**src/rtl/ifu_fetchq_if.sv**
```systemverilog
// Fetch-unit bundle: redirect input, instruction-memory request/response channel and decode-side channel.
// The master modport belongs to the fetch unit; the slave modport belongs to memory, execute and decode.
interface ifu_fetchq_if #(
   parameter int XLEN  = 64,
   parameter int DEPTH = 4
);
   localparam int CW = $clog2(DEPTH) + 1;

   logic            redirect_valid;
   logic [XLEN-1:0] redirect_pc;
   logic            imem_req_valid;
   logic            imem_req_ready;
   logic [XLEN-1:0] imem_req_addr;
   logic            imem_rsp_valid;
   logic [31:0]     imem_rsp_instr;
   logic            ifu_valid;
   logic            ifu_ready;
   logic [XLEN-1:0] ifu_pc;
   logic [31:0]     ifu_instr;
   logic [XLEN-1:0] ifu_snxt_pc;
   logic [CW-1:0]   fq_count;

   modport master (
      input  redirect_valid, redirect_pc, imem_req_ready, imem_rsp_valid, imem_rsp_instr, ifu_ready,
      output imem_req_valid, imem_req_addr, ifu_valid, ifu_pc, ifu_instr, ifu_snxt_pc, fq_count
   );

   modport slave (
      output redirect_valid, redirect_pc, imem_req_ready, imem_rsp_valid, imem_rsp_instr, ifu_ready,
      input  imem_req_valid, imem_req_addr, ifu_valid, ifu_pc, ifu_instr, ifu_snxt_pc, fq_count
   );
endinterface

```
**src/rtl/ifu_fetchq.sv**
```systemverilog
// Instruction-fetch unit: sequential PC generation, up to DEPTH outstanding fetches, in-order queue to decode.
// A redirect flushes the queue and counts still-in-flight responses so they are dropped on return.
module ifu_fetchq #(
   parameter int              XLEN     = 64,
   parameter logic [XLEN-1:0] RESET_PC = XLEN'(64'h8000_0000),
   parameter int              DEPTH    = 4
) (
   input  logic          clk,
   input  logic          rstn,
   ifu_fetchq_if.master  bus
);
   localparam int AW = $clog2(DEPTH);
   localparam int CW = AW + 1;

   logic [XLEN-1:0]  fetch_pc_r;
   logic [XLEN-1:0]  pc_r    [DEPTH];
   logic [31:0]      instr_r [DEPTH];
   logic [DEPTH-1:0] filled_r;
   logic [AW-1:0]    head_r;
   logic [AW-1:0]    fill_r;
   logic [AW-1:0]    tail_r;
   logic [CW-1:0]    alloc_r;
   logic [CW-1:0]    drop_cnt_r;

   logic             issue_s;
   logic             pop_s;
   logic             fill_s;
   logic             drop_s;
   logic [CW-1:0]    filled_cnt_s;
   logic [CW-1:0]    redir_drop_s;
   logic [DEPTH-1:0] filled_next_s;

   // Outstanding requests (allocated or awaiting drop) may never exceed DEPTH.
   assign bus.imem_req_valid = !bus.redirect_valid &&
                               (({1'b0, alloc_r} + {1'b0, drop_cnt_r}) < (CW+1)'(DEPTH));
   assign bus.imem_req_addr  = fetch_pc_r;
   assign bus.ifu_valid      = !bus.redirect_valid && (alloc_r != CW'(0)) && filled_r[head_r];
   assign bus.ifu_pc         = pc_r[head_r];
   assign bus.ifu_instr      = instr_r[head_r];
   assign bus.ifu_snxt_pc    = pc_r[head_r] + XLEN'(4);
   assign bus.fq_count       = alloc_r;

   assign issue_s = bus.imem_req_valid && bus.imem_req_ready;
   assign pop_s   = bus.ifu_valid && bus.ifu_ready;
   assign fill_s  = bus.imem_rsp_valid && (drop_cnt_r == CW'(0));
   assign drop_s  = bus.imem_rsp_valid && (drop_cnt_r != CW'(0));

   // Filled-slot bookkeeping: fill and pop never target the same slot in one cycle.
   always_comb begin
      filled_cnt_s  = CW'(0);
      filled_next_s = filled_r;
      for (int i = 0; i < DEPTH; i++) begin
         filled_cnt_s     = filled_cnt_s + CW'(filled_r[i]);
         filled_next_s[i] = (fill_s && (fill_r == AW'(i))) ? 1'b1 :
                            (pop_s  && (head_r == AW'(i))) ? 1'b0 : filled_r[i];
      end
   end

   // Every unfilled request plus any pending drops stays outstanding; a response this cycle consumes one.
   assign redir_drop_s = drop_cnt_r + alloc_r - filled_cnt_s - CW'(bus.imem_rsp_valid);

   // Queue, pointer and fetch-PC state; redirect overrides issue, fill and pop.
   always_ff @(posedge clk or negedge rstn) begin
      if (!rstn) begin
         fetch_pc_r <= RESET_PC;
         head_r     <= AW'(0);
         fill_r     <= AW'(0);
         tail_r     <= AW'(0);
         alloc_r    <= CW'(0);
         drop_cnt_r <= CW'(0);
         filled_r   <= {DEPTH{1'b0}};
         for (int i = 0; i < DEPTH; i++) begin
            pc_r[i]    <= XLEN'(0);
            instr_r[i] <= 32'h0;
         end
      end else if (bus.redirect_valid) begin
         fetch_pc_r <= bus.redirect_pc;
         head_r     <= AW'(0);
         fill_r     <= AW'(0);
         tail_r     <= AW'(0);
         alloc_r    <= CW'(0);
         drop_cnt_r <= redir_drop_s;
         filled_r   <= {DEPTH{1'b0}};
      end else begin
         if (issue_s) begin
            pc_r[tail_r] <= fetch_pc_r;
            tail_r       <= tail_r + AW'(1);
            fetch_pc_r   <= fetch_pc_r + XLEN'(4);
         end
         if (fill_s) begin
            instr_r[fill_r] <= bus.imem_rsp_instr;
            fill_r          <= fill_r + AW'(1);
         end
         if (drop_s) begin
            drop_cnt_r <= drop_cnt_r - CW'(1);
         end
         if (pop_s) begin
            head_r <= head_r + AW'(1);
         end
         alloc_r  <= alloc_r + CW'(issue_s) - CW'(pop_s);
         filled_r <= filled_next_s;
      end
   end
endmodule
```
**src/flat_wrapper.sv**
```systemverilog
// flat-port wrapper written by rule: the top's interface ports become plain ports
module ifu_fetchq_flat 
#(
   parameter int              XLEN     = 64,
   parameter logic [XLEN-1:0] RESET_PC = XLEN'(64'h8000_0000),
   parameter int              DEPTH    = 4
)
  (clk, rstn, bus_redirect_valid, bus_redirect_pc, bus_imem_req_ready, bus_imem_rsp_valid, bus_imem_rsp_instr, bus_ifu_ready, bus_imem_req_valid, bus_imem_req_addr, bus_ifu_valid, bus_ifu_pc, bus_ifu_instr, bus_ifu_snxt_pc, bus_fq_count);
  ifu_fetchq_if #(.XLEN(XLEN), .DEPTH(DEPTH)) bus_i ();
  input  logic clk;
  input  logic rstn;
  input wire logic [$bits(bus_i.redirect_valid)-1:0] bus_redirect_valid;
  input wire logic [$bits(bus_i.redirect_pc)-1:0] bus_redirect_pc;
  input wire logic [$bits(bus_i.imem_req_ready)-1:0] bus_imem_req_ready;
  input wire logic [$bits(bus_i.imem_rsp_valid)-1:0] bus_imem_rsp_valid;
  input wire logic [$bits(bus_i.imem_rsp_instr)-1:0] bus_imem_rsp_instr;
  input wire logic [$bits(bus_i.ifu_ready)-1:0] bus_ifu_ready;
  output wire logic [$bits(bus_i.imem_req_valid)-1:0] bus_imem_req_valid;
  output wire logic [$bits(bus_i.imem_req_addr)-1:0] bus_imem_req_addr;
  output wire logic [$bits(bus_i.ifu_valid)-1:0] bus_ifu_valid;
  output wire logic [$bits(bus_i.ifu_pc)-1:0] bus_ifu_pc;
  output wire logic [$bits(bus_i.ifu_instr)-1:0] bus_ifu_instr;
  output wire logic [$bits(bus_i.ifu_snxt_pc)-1:0] bus_ifu_snxt_pc;
  output wire logic [$bits(bus_i.fq_count)-1:0] bus_fq_count;
  assign bus_i.redirect_valid = bus_redirect_valid;
  assign bus_i.redirect_pc = bus_redirect_pc;
  assign bus_i.imem_req_ready = bus_imem_req_ready;
  assign bus_i.imem_rsp_valid = bus_imem_rsp_valid;
  assign bus_i.imem_rsp_instr = bus_imem_rsp_instr;
  assign bus_i.ifu_ready = bus_ifu_ready;
  assign bus_imem_req_valid = bus_i.imem_req_valid;
  assign bus_imem_req_addr = bus_i.imem_req_addr;
  assign bus_ifu_valid = bus_i.ifu_valid;
  assign bus_ifu_pc = bus_i.ifu_pc;
  assign bus_ifu_instr = bus_i.ifu_instr;
  assign bus_ifu_snxt_pc = bus_i.ifu_snxt_pc;
  assign bus_fq_count = bus_i.fq_count;
  ifu_fetchq #(.XLEN(XLEN), .RESET_PC(RESET_PC), .DEPTH(DEPTH)) u_core (.clk(clk), .rstn(rstn), .bus(bus_i));
endmodule
```
**config.mk**
```make
export PLATFORM = sky130hd
export DESIGN_NAME = ifu_fetchq_flat
export DESIGN_NICKNAME = d
export VERILOG_FILES = /design/src/rtl/ifu_fetchq_if.sv /design/src/rtl/ifu_fetchq.sv /design/src/flat_wrapper.sv
export SDC_FILE = /design/constraint.sdc
export NUM_CORES = 1
export LEC_CHECK = 0
export CAP_MARGIN = 20
export CORE_MARGIN = 2
export CORE_UTILIZATION = 51
export CTS_BUF_LIST = sky130_fd_sc_hd__clkbuf_8
export CTS_CLUSTER_SIZE = 40
export DETAILED_ROUTE_END_ITERATION = 8
export PLACE_DENSITY = 0.75
export SLEW_MARGIN = 20
export SYNTH_ARGS = -nofsm -noshare
export SYNTH_HDL_FRONTEND = slang
export SYNTH_SLANG_ARGS = --single-unit
```
**constraint.sdc**
```tcl
create_clock -name clk -period 5.9 [get_ports clk]
set_input_delay 1.475 -clock clk [delete_from_list [all_inputs] [get_ports clk]]
set_output_delay 1.475 -clock clk [all_outputs]
set_load 0.03 [all_outputs]
```
==> results of run 1 <==
## cells by family (layout without fill, tap and decap cells)
logic type                 after synthesis  count (layout)  synth area share (%)
muxes                                  446             446                 26.87
adders and majority gates               30              30                 1.856
xor gates and xnor gates                76              76                 2.887
other                                    0               1                     0
DFF                                    464             464                 50.36
buffers and inverters                  172             560                 3.294
and+or+nand+nor                        443             443                 10.15
AOI/OAI and AO/OA                      172             172                 4.580
## registers in the layout (all words and copies together) (netlist names)
register,flops
u_core.head_r,2
u_core.fill_r,2
u_core.bus.imem_req_addr,64
u_core.pc_r,256
u_core.drop_cnt_r,3
u_core.bus.fq_count,3
u_core.instr_r,128
u_core.tail_r,2
u_core.filled_r,4
## metal layers
layer | part of all wire (%) | track usage (%) | vias up
met5 | 0.099 | 0 | -
met4 | 3.0 | 9.315 | 8
met3 | 8.4 | 8.014 | 129
met2 | 47 | 43.54 | 666
met1 | 41 | 35.33 | 8495
li1 | - | - | 7270
## critical path, delay by kind of cell, from the launching register on
kind / cells / cell delay, ns
simple gates: 4 / 1.44
buf+inv: 2 / 0.92
flops: 1 / 0.63
mux: 1 / 0.45
xor+xnor: 1 / 0.14
## where the power goes
group          internal [mW]  total [mW]  switching (mW)
registers               4.19        4.88           0.684
logic                   2.53        5.47            2.95
clock network           1.65        2.95            1.31
## area by class of cell
class | count | area share, %
repair buffers | 368 | 12.99
diodes | 1 | 0.008722
clock buffers | 106 | 5.085
flip-flops and latches | 464 | 40.50
inverters | 51 | 0.6672
clock inverters | 35 | 0.6541
multi-input cells | 1167 | 37.52
well taps | 592 | 2.582
## final timing paths
check | startpoint | endpoint | slack [ns] | depth (start not counted)
max | u_core.head_r[0]$_DFFE_PN0P_ | bus_ifu_snxt_pc[51] | 0.16 | 8
min in group asynchronous | rstn | u_core.pc_r[145]$_DFFE_PN0P_ | 0.82 | 1
min | u_core.pc_r[111]$_DFFE_PN0P_ | u_core.pc_r[111]$_DFFE_PN0P_ | 0.47 | 2
min reg2reg | u_core.pc_r[111]$_DFFE_PN0P_ | u_core.pc_r[111]$_DFFE_PN0P_ | 0.47 | 2
max in group asynchronous | rstn | u_core.bus.imem_req_addr[56]$_DFFE_PN0P_ | 3.80 | 2
max reg2reg | u_core.head_r[0]$_DFFE_PN0P_ | u_core.bus.fq_count[2]$_DFF_PN0_ | 1.92 | 12
## placed cells by master (no fill, tap or decap), types with 21 or more instances in the layout
cell type,netlist,final
buf_4,3,31
clkdlybuf4s50_1,0,317
xnor2_1,38,38
xor2_1,38,38
o21ai_0,96,96
nand2_1,171,167
ha_1,23,23
and3_1,27,27
nor3_1,21,21
mux4_2,73,73
dfrtp_1,463,461
nand4_1,36,36
clkbuf_8,0,106
nand3_1,52,51
inv_1,51,75
nor2_1,49,48
mux4_1,24,24
mux2_2,342,342
## repair_timing
item	CTS	global route
setup endpoints to repair	16	8
resized for setup	7	6
buffers inserted	2	2
hold endpoints to repair	0	0
cloned	0	0
pin swaps	1	1
## stage by stage
| stage | hold slack [ns] | total power [mW] |
|---|---|---|
| after floorplan | 0.4416 | 8.213 |
| after detailed placement | 0.4646 | 10.41 |
| final | 0.4746 | 13.30 |
| after CTS | 0.4774 | 13.39 |
| after global placement | 0.4529 | 10.21 |
| after global routing | 0.5035 | 13.97 |
==> parameters.txt, run 1 <==
Parameter                              Value

Detailed routing
  Wirelength per Cell ... 22.85 µm
  Drt first-iter violations ... 1190
  Detailed-routing iteration count for the pre-antenna-repair pass ... 5
  Vias ... 16570
  Detailed Route WL ... 63600 µm
  Final antenna-violating net count ... 0
  Number of design rule violations left after detail routing ... 0
  Routed via count divided by cell count ... about 6.0

GRT
  Largest net degree at the start of global routing ... 118
  Grt ovf ... 0
  Global-route wire length before repair ... 98300 µm
  Global-route usage over all layers ... between 20% and 30%
  Antenna violations before repair ... 4
  Via count of the first global-routing pass ... 17060

Clock tree
  Number of buffers between clock root and the deepest sink ... 3
  Worst-Skew Late Latency ... around 0.66 ns
  Clk sink count ... 464
  CTS Hold Bufs ... 0
  Clock tree from TritonCTS ... yes
  Clock Root Buffer ... clkbuf_8
  H-Tree Level Count ... 3
  Cts bufs inserted ... 81
  Clock-pin slew on the worst setup and hold paths ... 0.06 ns

Timing
  Setup Total Neg Slack ... 0 ns
  Period utilization ... 97.32%
  Shortest period the worst path allows ... ~5.7 ns
  Maximum clock skew at final layout ... 0.02788 ns
  Unrepaired setup endpoints after global routing ... no
  Total count of max-transition violations in the final report ... 0
  Slew at the pin closest to its max-slew limit ... about 1.1 ns
  Peak clock frequency supported by timing ... 174.2 MHz
  Tightest slew margin relative to the limit ... 28.97%
  Number of hold violations in the final report ... 0
  Final worst-path setup slack ... between 0.15 and 0.2 ns
  Number of endpoints failing setup at the final stage ... 0

Floorplan
  Core Footprint ... 0.04441 mm²
  IO Pins ... 331
  Die Span Y ... roughly 220 µm
  Starting density of the core ... between 50 and 60%
  X dimension of the die ... 216.6 µm
  Core Rows ... 77
  Die Area ... 0.04693 mm²

Placed design
  Port-buffer cells ... 330
  Routability-driven placement congestion ratio ... approximately 0.83
  Area after DPL ... 0.02694 mm²
  Placed cell count ... between 2000 and 3000
  Half-perimeter wire length of the detailed placement result ... 42710 µm
  Worst slack after detailed placement ... 0.6063 ns

Layout
  Area growth from synthesis to final layout ... 24.44%
  Number of nets in the finished design ... roughly 2300
  Final standard cell utilization of the core ... 64.60%
  Share of final-layout standard cells stronger than drive strength 1 ... between 20% and 30%
  Final std cell area, no fill ... 0.02869 mm²
  Sequential cell area ... between 0.01 and 0.015 mm²
  Fillers ... 3369
  Non-filler instance count after layout ... 2784
  Area used by multi-input combinational logic ... 0.01076 mm²

Synth
  Distinct cell type count of the synthesized netlist ... 60
  Most instantiated library cell after synthesis ... dfrtp_1
  Syn. warnings ... 0
  Count of flip-flops with a built-in enable after synthesis ... 0
  Most numerous cell types in the synthesized netlist ... 463 x dfrtp_1, 342 x mux2_2, 171 x nand2_1
  Register area share after synthesis ... 50.36%
  Synth Net Count ... between 1500 and 2000
  Post-synth top area cell ... dfrtp_1
  Ranking of synthesized cells by area ... dfrtp_1 50%, mux2_2 17%, mux4_2 7.1%
  Number of register bits inferred by synthesis ... approximately 460
  Number of cells produced by synthesis ... about 1800
  Commonest register cell after synthesis ... dfrtp_1
  Share of synthesized flip-flops with an asynchronous set or reset ... 100.0%
  Post-synthesis cell area ... 0.02306 mm²
  Yosys top cell area share ... 50.25%
  Mean cell area of the mapped netlist ... 12.79 µm²

Critical path
  Data required, critical path ... 4.43 ns
  Critical path fanouts, max ... 12
  Arrival time worst endpoint ... 4.27 ns
  Crit Path Category ... flip-flop to output port
  Cell with the largest stage delay on the worst path ... clkdlybuf4s50_1
  Critical Path Start Type ... flip-flop
  Cells along the critical path ... buf_16 -> mux4_2 -> nand4_4 -> or4_4 -> or3_4 -> nor2_1 -> xnor2_1 -> clkdlybuf4s50_1
  Delay of the slowest cell on the worst path ... 0.69 ns
  Category of the worst setup path capture point ... output port

Status
  Outcome ... finished, final reports clean

Power
  Total power density per cell area ... 463.7 mW/mm²
  VDD IR max ... approximately 330 µV
  Leak pwr ... 12.87 nW

Hold path
  Hold/Removal Path Class ... flip-flop to flip-flop

Run
  Maximum capacitance violations ... 0
Note: power is estimated with default switching activity, not from simulation.
==> run 2, diff against run 1 <==
--- a/config.mk
+++ b/config.mk
@@ -6,11 +6,13 @@
 export NUM_CORES = 1
 export LEC_CHECK = 0
 export CAP_MARGIN = 20
+export CORE_ASPECT_RATIO = 0.5
 export CORE_MARGIN = 2
 export CORE_UTILIZATION = 51
 export CTS_BUF_LIST = sky130_fd_sc_hd__clkbuf_8
 export CTS_CLUSTER_SIZE = 40
 export DETAILED_ROUTE_END_ITERATION = 8
+export GPL_ROUTABILITY_DRIVEN = 1
 export PLACE_DENSITY = 0.75
 export SLEW_MARGIN = 20
 export SYNTH_ARGS = -nofsm -noshare
==> run 2 against run 1 <==
  * First-iteration DRC count up 6.6%
  * Wire length is 3.9% lower
  * Die area rose by 0.22%
  * Clock power decreased by 6.8%
  * Non-clock buffer count up 2
  * Critical path type unchanged
  * Largest power group unchanged
==> parameters.txt, run 2 (synthesis results as in run 1) <==
Parameter                              Value

Status
  Outcome ... finished, final reports clean

Timing
  Slew at the pin closest to its max-slew limit ... about 1.2 ns
  Maximum clock skew at final layout ... 0.03256 ns
  Hold slack ... about 0.48 ns
  Period utilization ... 97.91%
  Tightest slew margin relative to the limit ... a little under a quarter
  Final worst-path setup slack ... around 0.12 ns
  Setup Total Neg Slack ... 0 ns
  Number of hold violations in the final report ... 0
  Number of endpoints failing setup at the final stage ... 0
  Shortest period the worst path allows ... a little under 6 ns
  Total count of max-transition violations in the final report ... 0
  Peak clock frequency supported by timing ... 173.1 MHz

Critical path
  Critical path fanouts, max ... 25
  Category of the worst setup path capture point ... output port
  Arrival time worst endpoint ... 4.30 ns
  FF-to-FF path depth ... 13
  Data required, critical path ... 4.43 ns
  Crit Path Category ... flip-flop to output port
  Critical Path Start Type ... flip-flop

Layout
  Most frequent standard cell in the layout excluding fill and tap cells ... dfrtp_1
  Non-filler instance count after layout ... ~2800
  Share of final-layout standard cells stronger than drive strength 1 ... between 20% and 30%
  Largest register FFs ... 256
  Number of nets in the finished design ... 2254
  Area growth from synthesis to final layout ... 23.50%
  Most used cells in the layout excluding fill and tap cells ... 461 x dfrtp_1, 342 x mux2_2, 325 x clkdlybuf4s50_1, 167 x nand2_1, 96 x o21ai_0
  Most flop-heavy register ... u_core.pc_r

Floorplan
  Die Span Y ... between 150 and 200 µm
  Core Rows ... 55
  Core Footprint ... 0.04494 mm²
  IO Pins ... 331
  X dimension of the die ... 304.7 µm
  Die Area ... 0.04703 mm²
  Starting density of the core ... 51.31%

GRT
  Global-route wire length before repair ... 95510 µm
  Via count of the first global-routing pass ... 16780
  Global-route usage over all layers ... 25.93%
  Antenna violations before repair ... 3
  Grt ovf ... 0
  Largest net degree at the start of global routing ... approximately 110

Clock tree
  Cts bufs inserted ... 68
  H-Tree Level Count ... 3
  Worst-Skew Late Latency ... 0.63 ns
  Clock Root Buffer ... clkbuf_8
  Number of buffers between clock root and the deepest sink ... 3
  Clock-pin slew on the worst setup and hold paths ... 0.07 ns
  Clk sink count ... 464
  Clock tree from TritonCTS ... yes

Detailed routing
  Routed via count divided by cell count ... 5.914
  Detailed-routing iteration count for the pre-antenna-repair pass ... 5
  Detailed Route WL ... slightly above 60000 µm
  Number of design rule violations left after detail routing ... 0
  Vias ... 16390
  Final antenna-violating net count ... 0
  Drt first-iter violations ... 1269
  Wirelength per Cell ... ~22 µm

Run
  Maximum capacitance violations ... 0

Power
  VDD IR max ... 254.8 µV
  Total power density per cell area ... 460.1 mW/mm²
  Leak pwr ... 12.72 nW
  Power after layout ... 13.10 mW

Placed design
  Half-perimeter wire length of the detailed placement result ... 40350 µm
  Worst slack after detailed placement ... 0.4652 ns
  Placed cell count ... 2637
  Routability-driven placement congestion ratio ... 0.8971
  Port-buffer cells ... 330

Hold path
  Hold/Removal Path Class ... flip-flop to flip-flop
  Count of cells along the worst hold path ... 2
run 2: cell types whose count changed in the layout (fill, tap and decap cells not counted), sizes merged, moves of 6 or more:
| cell | change |
|---|---|
| clkdlybuf4s50 | +8 |
| dlygate4sd2 | -6 |
| inv | -13 |
| clkbuf | -20 |
| clkinv | +8 |
run 2: critical path, cell delays in order (launching register included):
cell and delay [ns]:
dfrtp_4 0.60, buf_12 0.24, mux4_1 0.46, nand4_1 0.17
or4_4 0.59, or3_4 0.50, nor4_2 0.64, xor2_1 0.30
buf_12 0.16
run 2: worst paths after layout:
path                                               from                               end  slack, ns
min reg2reg                 u_core.pc_r[50]$_DFFE_PN0P_       u_core.pc_r[50]$_DFFE_PN0P_       0.48
max reg2reg                u_core.head_r[0]$_DFFE_PN0P_  u_core.bus.fq_count[2]$_DFF_PN0_       1.99
min                         u_core.pc_r[50]$_DFFE_PN0P_       u_core.pc_r[50]$_DFFE_PN0P_       0.48
max                        u_core.head_r[0]$_DFFE_PN0P_               bus_ifu_snxt_pc[63]       0.12
min in group asynchronous                          rstn   u_core.instr_r[116]$_DFFE_PN0P_       0.87
max in group asynchronous                          rstn      u_core.pc_r[170]$_DFFE_PN0P_       3.86
run 2: final cells by class:
cell class                      instances  area, µm²
Antenna cell                            2      5.005
Clock inverter                         33      236.5
Clock buffer                           86       1184
Fill cell                            3500      16460
Inverter                               51      191.4
Timing Repair Buffer                  370       3740
Multi-Input combinational cell       1167      10750
Tap cell                              598      748.2
Sequential cell                       464      11620
run 2: per-layer routing:
layer / part of all wire, % / track usage (%)
met1: 42 / 33.84
met2: 50 / 44.01
met3: 5.1 / 4.673
met4: 3.2 / 9.147
met5: 0.018 / 0
run 2: timing repair:
item,CTS,global route
pin swaps,1,1
hold endpoints to repair,0,0
resized for setup,2,3
hold buffers,0,0
buffers inserted,1,10
setup endpoints to repair,10,20
run 2: report_power, final:
| group | leakage, nW | internal (mW) | switching [mW] |
|---|---|---|---|
| Combinational | 5.87 | 2.53 | 2.95 |
| Sequential | 6.06 | 4.19 | 0.688 |
| Clock | 0.783 | 1.45 | 1.30 |
| Total | 12.7 | 8.17 | 4.93 |
run 2: metrics by stage:
stage | util (%) | cell area, µm²
after floorplan | - | 23060
after global placement | 59.77 | 26860
after detailed placement | 59.77 | 26860
after CTS | 62.97 | 28300
after global routing | 63.37 | 28470
final | 63.37 | 28470
==> run 3, diff against run 2 <==
--- a/config.mk
+++ b/config.mk
@@ -6,13 +6,13 @@
 export NUM_CORES = 1
 export LEC_CHECK = 0
 export CAP_MARGIN = 20
-export CORE_ASPECT_RATIO = 0.5
 export CORE_MARGIN = 2
 export CORE_UTILIZATION = 51
 export CTS_BUF_LIST = sky130_fd_sc_hd__clkbuf_8
 export CTS_CLUSTER_SIZE = 40
 export DETAILED_ROUTE_END_ITERATION = 8
 export GPL_ROUTABILITY_DRIVEN = 1
+export GPL_TIMING_DRIVEN = 0
 export PLACE_DENSITY = 0.75
 export SLEW_MARGIN = 20
 export SYNTH_ARGS = -nofsm -noshare
==> run 3 against run 2 <==
  * Setup slack worse by 0.016 ns
  * Sequential share of layout area down 0.87 points
  * Register-to-register slack worse by 0.40 ns
  * Clock power up 7.6%
  * Design area increased by 2.1%
  * Global-route usage up 3.6 points
  * Utilization is 2.1 points higher
  * First-iteration DRC count rose by 25%
  * Hold slack improved by 0.0089 ns
  * Critical path depth up 3
  * Wire length increased by 13%
  * Non-clock buffer count up 95
  * Critical path type unchanged
  * Highest routed layer unchanged
==> parameters.txt, run 3 (synthesis results as in run 1) <==
Parameter                              Value

Status
  Outcome ... finished, final reports clean

Layout
  Most flop-heavy register ... u_core.pc_r
  Most frequent standard cell in the layout excluding fill and tap cells ... dfrtp_1
  Area used by multi-input combinational logic ... ~0.011 mm²
  Share of final-layout standard cells stronger than drive strength 1 ... between 20% and 30%
  Final std cell area, no fill ... 0.02907 mm²
  Antenna cell count ... 0
  Final standard cell utilization of the core ... 65.46%
  Largest register FFs ... 256
  Number of nets in the finished design ... about 2400
  Fillers ... 3293
  Area growth from synthesis to final layout ... 26.10%
  Most used cells in the layout excluding fill and tap cells ... 463 x dfrtp_1, 342 x mux2_2, 303 x clkdlybuf4s50_1, 171 x nand2_1, 103 x clkbuf_8
  Non-filler instance count after layout ... between 2000 and 3000
  Sequential cell area ... roughly 0.012 mm²

Power
  Internal portion of total power ... 8.353 mW
  VDD IR max ... between 200 and 300 µV
  Total power density per cell area ... 458.6 mW/mm²
  Relative contribution of the clock network to total power ... 22.2%
  Leak pwr ... 13.13 nW
  Fraction of power spent switching nets ... 37.36%
  Reported net switching power ... 4.981 mW
  Power share of the combinational group ... 41.7%
  Register share of total power ... 36.1%

Critical path
  Crit path top cell by count ... buf_6
  Delay of the slowest cell on the worst path ... 0.69 ns
  Arrival time worst endpoint ... around 4.3 ns
  Count of buffer and inverter cells on the critical path ... 5
  Category of the worst setup path capture point ... output port
  Data required, critical path ... around 4.4 ns
  FF-to-FF path depth ... 13
  Largest delay contributor family on the critical path ... buffers and inverters
  Crit Path Category ... flip-flop to output port
  Reg2Reg Setup Slack ... 1.59 ns
  Critical Path Start Type ... flip-flop
  Cells along the critical path ... buf_6 -> buf_8 -> buf_12 -> mux4_1 -> and4_1 -> nand3_1 -> or3_4 -> buf_6 -> nor3_1 -> xnor2_1 -> clkdlybuf4s50_1
  Capture point of the worst reg-to-reg path ... u_core.bus.fq_count[2]$_DFF_PN0_
  Cell with the largest stage delay on the worst path ... clkdlybuf4s50_1
  Reg-to-Reg Start ... u_core.bus.fq_count[1]$_DFF_PN0_
  Critical path fanouts, max ... 10

Detailed routing
  Final antenna-violating net count ... 0
  Detailed Route WL ... 69050 µm
  Vias ... 17320
  Routed via count divided by cell count ... about 6
  Detailed-routing iteration count for the pre-antenna-repair pass ... 6
  Drt first-iter violations ... 1590
  Wirelength per Cell ... 23.97 µm
  Number of design rule violations left after detail routing ... 0

Clock tree
  Clock-pin slew on the worst setup and hold paths ... 0.06 ns
  Worst-Skew Late Latency ... approximately 0.63 ns
  CTS Hold Bufs ... 0
  H-Tree Level Count ... 3
  Clock Root Buffer ... clkbuf_8
  Cts bufs inserted ... about 80
  Clock tree from TritonCTS ... yes
  Number of buffers between clock root and the deepest sink ... 3
  Clk sink count ... 464

Timing
  Unrepaired setup endpoints after global routing ... no
  Total count of max-transition violations in the final report ... 0
  Maximum clock skew at final layout ... about 0.025 ns
  Number of hold violations in the final report ... 0
  Period utilization ... 98.18%
  Slew at the pin closest to its max-slew limit ... 1.084 ns
  Peak clock frequency supported by timing ... around 170 MHz
  Number of endpoints failing setup at the final stage ... 0
  Setup Total Neg Slack ... 0 ns
  Tightest slew margin relative to the limit ... ~27%
  Shortest period the worst path allows ... a little under 6 ns

GRT
  Global-route wire length before repair ... 104800 µm
  Via count of the first global-routing pass ... around 18000
  Antenna violations before repair ... 6
  Grt ovf ... 0
  Global-route usage over all layers ... between 20% and 30%
  Largest net degree at the start of global routing ... 105

Floorplan
  IO Pins ... 331
  Core Rows ... 77
  Core Footprint ... about 0.044 mm²
  Die Span Y ... 216.6 µm
  Die Area ... 0.04693 mm²
  Starting density of the core ... 51.91%
  X dimension of the die ... 216.6 µm

Hold path
  Count of cells along the worst hold path ... 2
  Hold/Removal Path Class ... flip-flop to flip-flop
  Endpoint with the worst hold slack ... u_core.pc_r[114]$_DFFE_PN0P_
  Startpoint of the lowest-slack hold path ... u_core.pc_r[114]$_DFFE_PN0P_

Placed design
  Port-buffer cells ... 329
  Half-perimeter wire length of the detailed placement result ... between 40000 and 50000 µm
  Area after DPL ... 0.02726 mm²
  Placed cell count ... 2730
  Routability-driven placement congestion ratio ... 0.9316

Run
  Maximum capacitance violations ... 0
run 3: cell types whose count changed in the layout (fill, tap and decap cells not counted), sizes merged, moves of 4 or more:
cell / previous run / this run
buf: 43 / 49
clkbuf: 86 / 192
clkdlybuf4s50: 325 / 303
clkinv: 11 / 7
dlygate4sd2: 0 / 14
dlymetal6s2s: 2 / 10
inv: 66 / 79
run 3: metal layers:
| layer | GRT usage (%) | vias up | wire length [µm] |
|---|---|---|---|
| met3 | 9.235 | 200 | 6819 |
| met1 | 37.13 | 8804 | 26380 |
| met2 | 47.19 | 857 | 32380 |
| met4 | 13.22 | 12 | 3394 |
| li1 | - | 7443 | - |
| met5 | 0 | - | 77 |
run 3: final cells by class:
| cell class | count | area share (%) |
|---|---|---|
| Tap cell | 592 | 2.548 |
| Clock buffer | 103 | 4.876 |
| Buffer | 121 | 2.031 |
| Multi-Input combinational cell | 1167 | 37.03 |
| Inverter | 51 | 0.6584 |
| Sequential cell | 464 | 39.94 |
| Clock inverter | 39 | 0.7574 |
| Timing Repair Buffer | 344 | 12.16 |
run 3: worst register-to-register path, cell delays in order, from the launching register on:
cell	delay, ns
dfrtp_1	0.53
inv_1	0.08
ha_1	0.36
nand3_1	0.11
nand3_1	0.16
inv_1	0.33
clkbuf_1	0.60
clkbuf_1	0.57
clkbuf_1	0.54
ha_1	0.24
inv_1	0.05
fa_1	0.37
xnor2_1	0.17
nor2_1	0.06
run 3: how the worst max path moves through the flow:
stage / start / to / cells past startpoint
5_1_grt: u_core.head_r[0]$_DFFE_PN0P_ / bus_ifu_snxt_pc[46] / 12
6_report: u_core.head_r[0]$_DFFE_PN0P_ / bus_ifu_snxt_pc[58] / 11
3_5_place_dp: u_core.head_r[1]$_DFFE_PN0P_ / bus_ifu_snxt_pc[63] / 11
2_1_floorplan: u_core.head_r[0]$_DFFE_PN0P_ / bus_ifu_snxt_pc[41] / 9
4_1_cts: u_core.head_r[1]$_DFFE_PN0P_ / bus_ifu_snxt_pc[45] / 11
3_3_place_gp: rstn / u_core.instr_r[11]$_DFFE_PN0P_ / 1
run 3: stage by stage:
step | setup slack (ns) | hold WS [ns] | total power, mW
floorplan | 1.243 | 0.4416 | 8.213
global placement | -16.22 | 0.4536 | 10.23
detailed placement | -0.1155 | 0.4667 | 10.43
CTS | 0.003148 | 0.4797 | 13.37
global route | 0.0004245 | 0.4946 | 13.95
finish | 0.1076 | 0.4848 | 13.33
run 3: timing repair:
action,4_1_cts,5_1_grt
setup buffers,9,0
setup endpoints to repair,77,50
gates resized for setup,29,18
pin swaps,6,0
run 3: power groups by stage:
stage / combinational, mW / sequential (mW) / clock (mW)
after detailed placement: 5.58 / 4.85 / 0
final: 5.56 / 4.82 / 2.96
after global routing: 5.88 / 4.93 / 3.14
after global placement: 5.44 / 4.79 / 0
after CTS: 5.58 / 4.79 / 2.99
after floorplan: 3.44 / 4.77 / 0
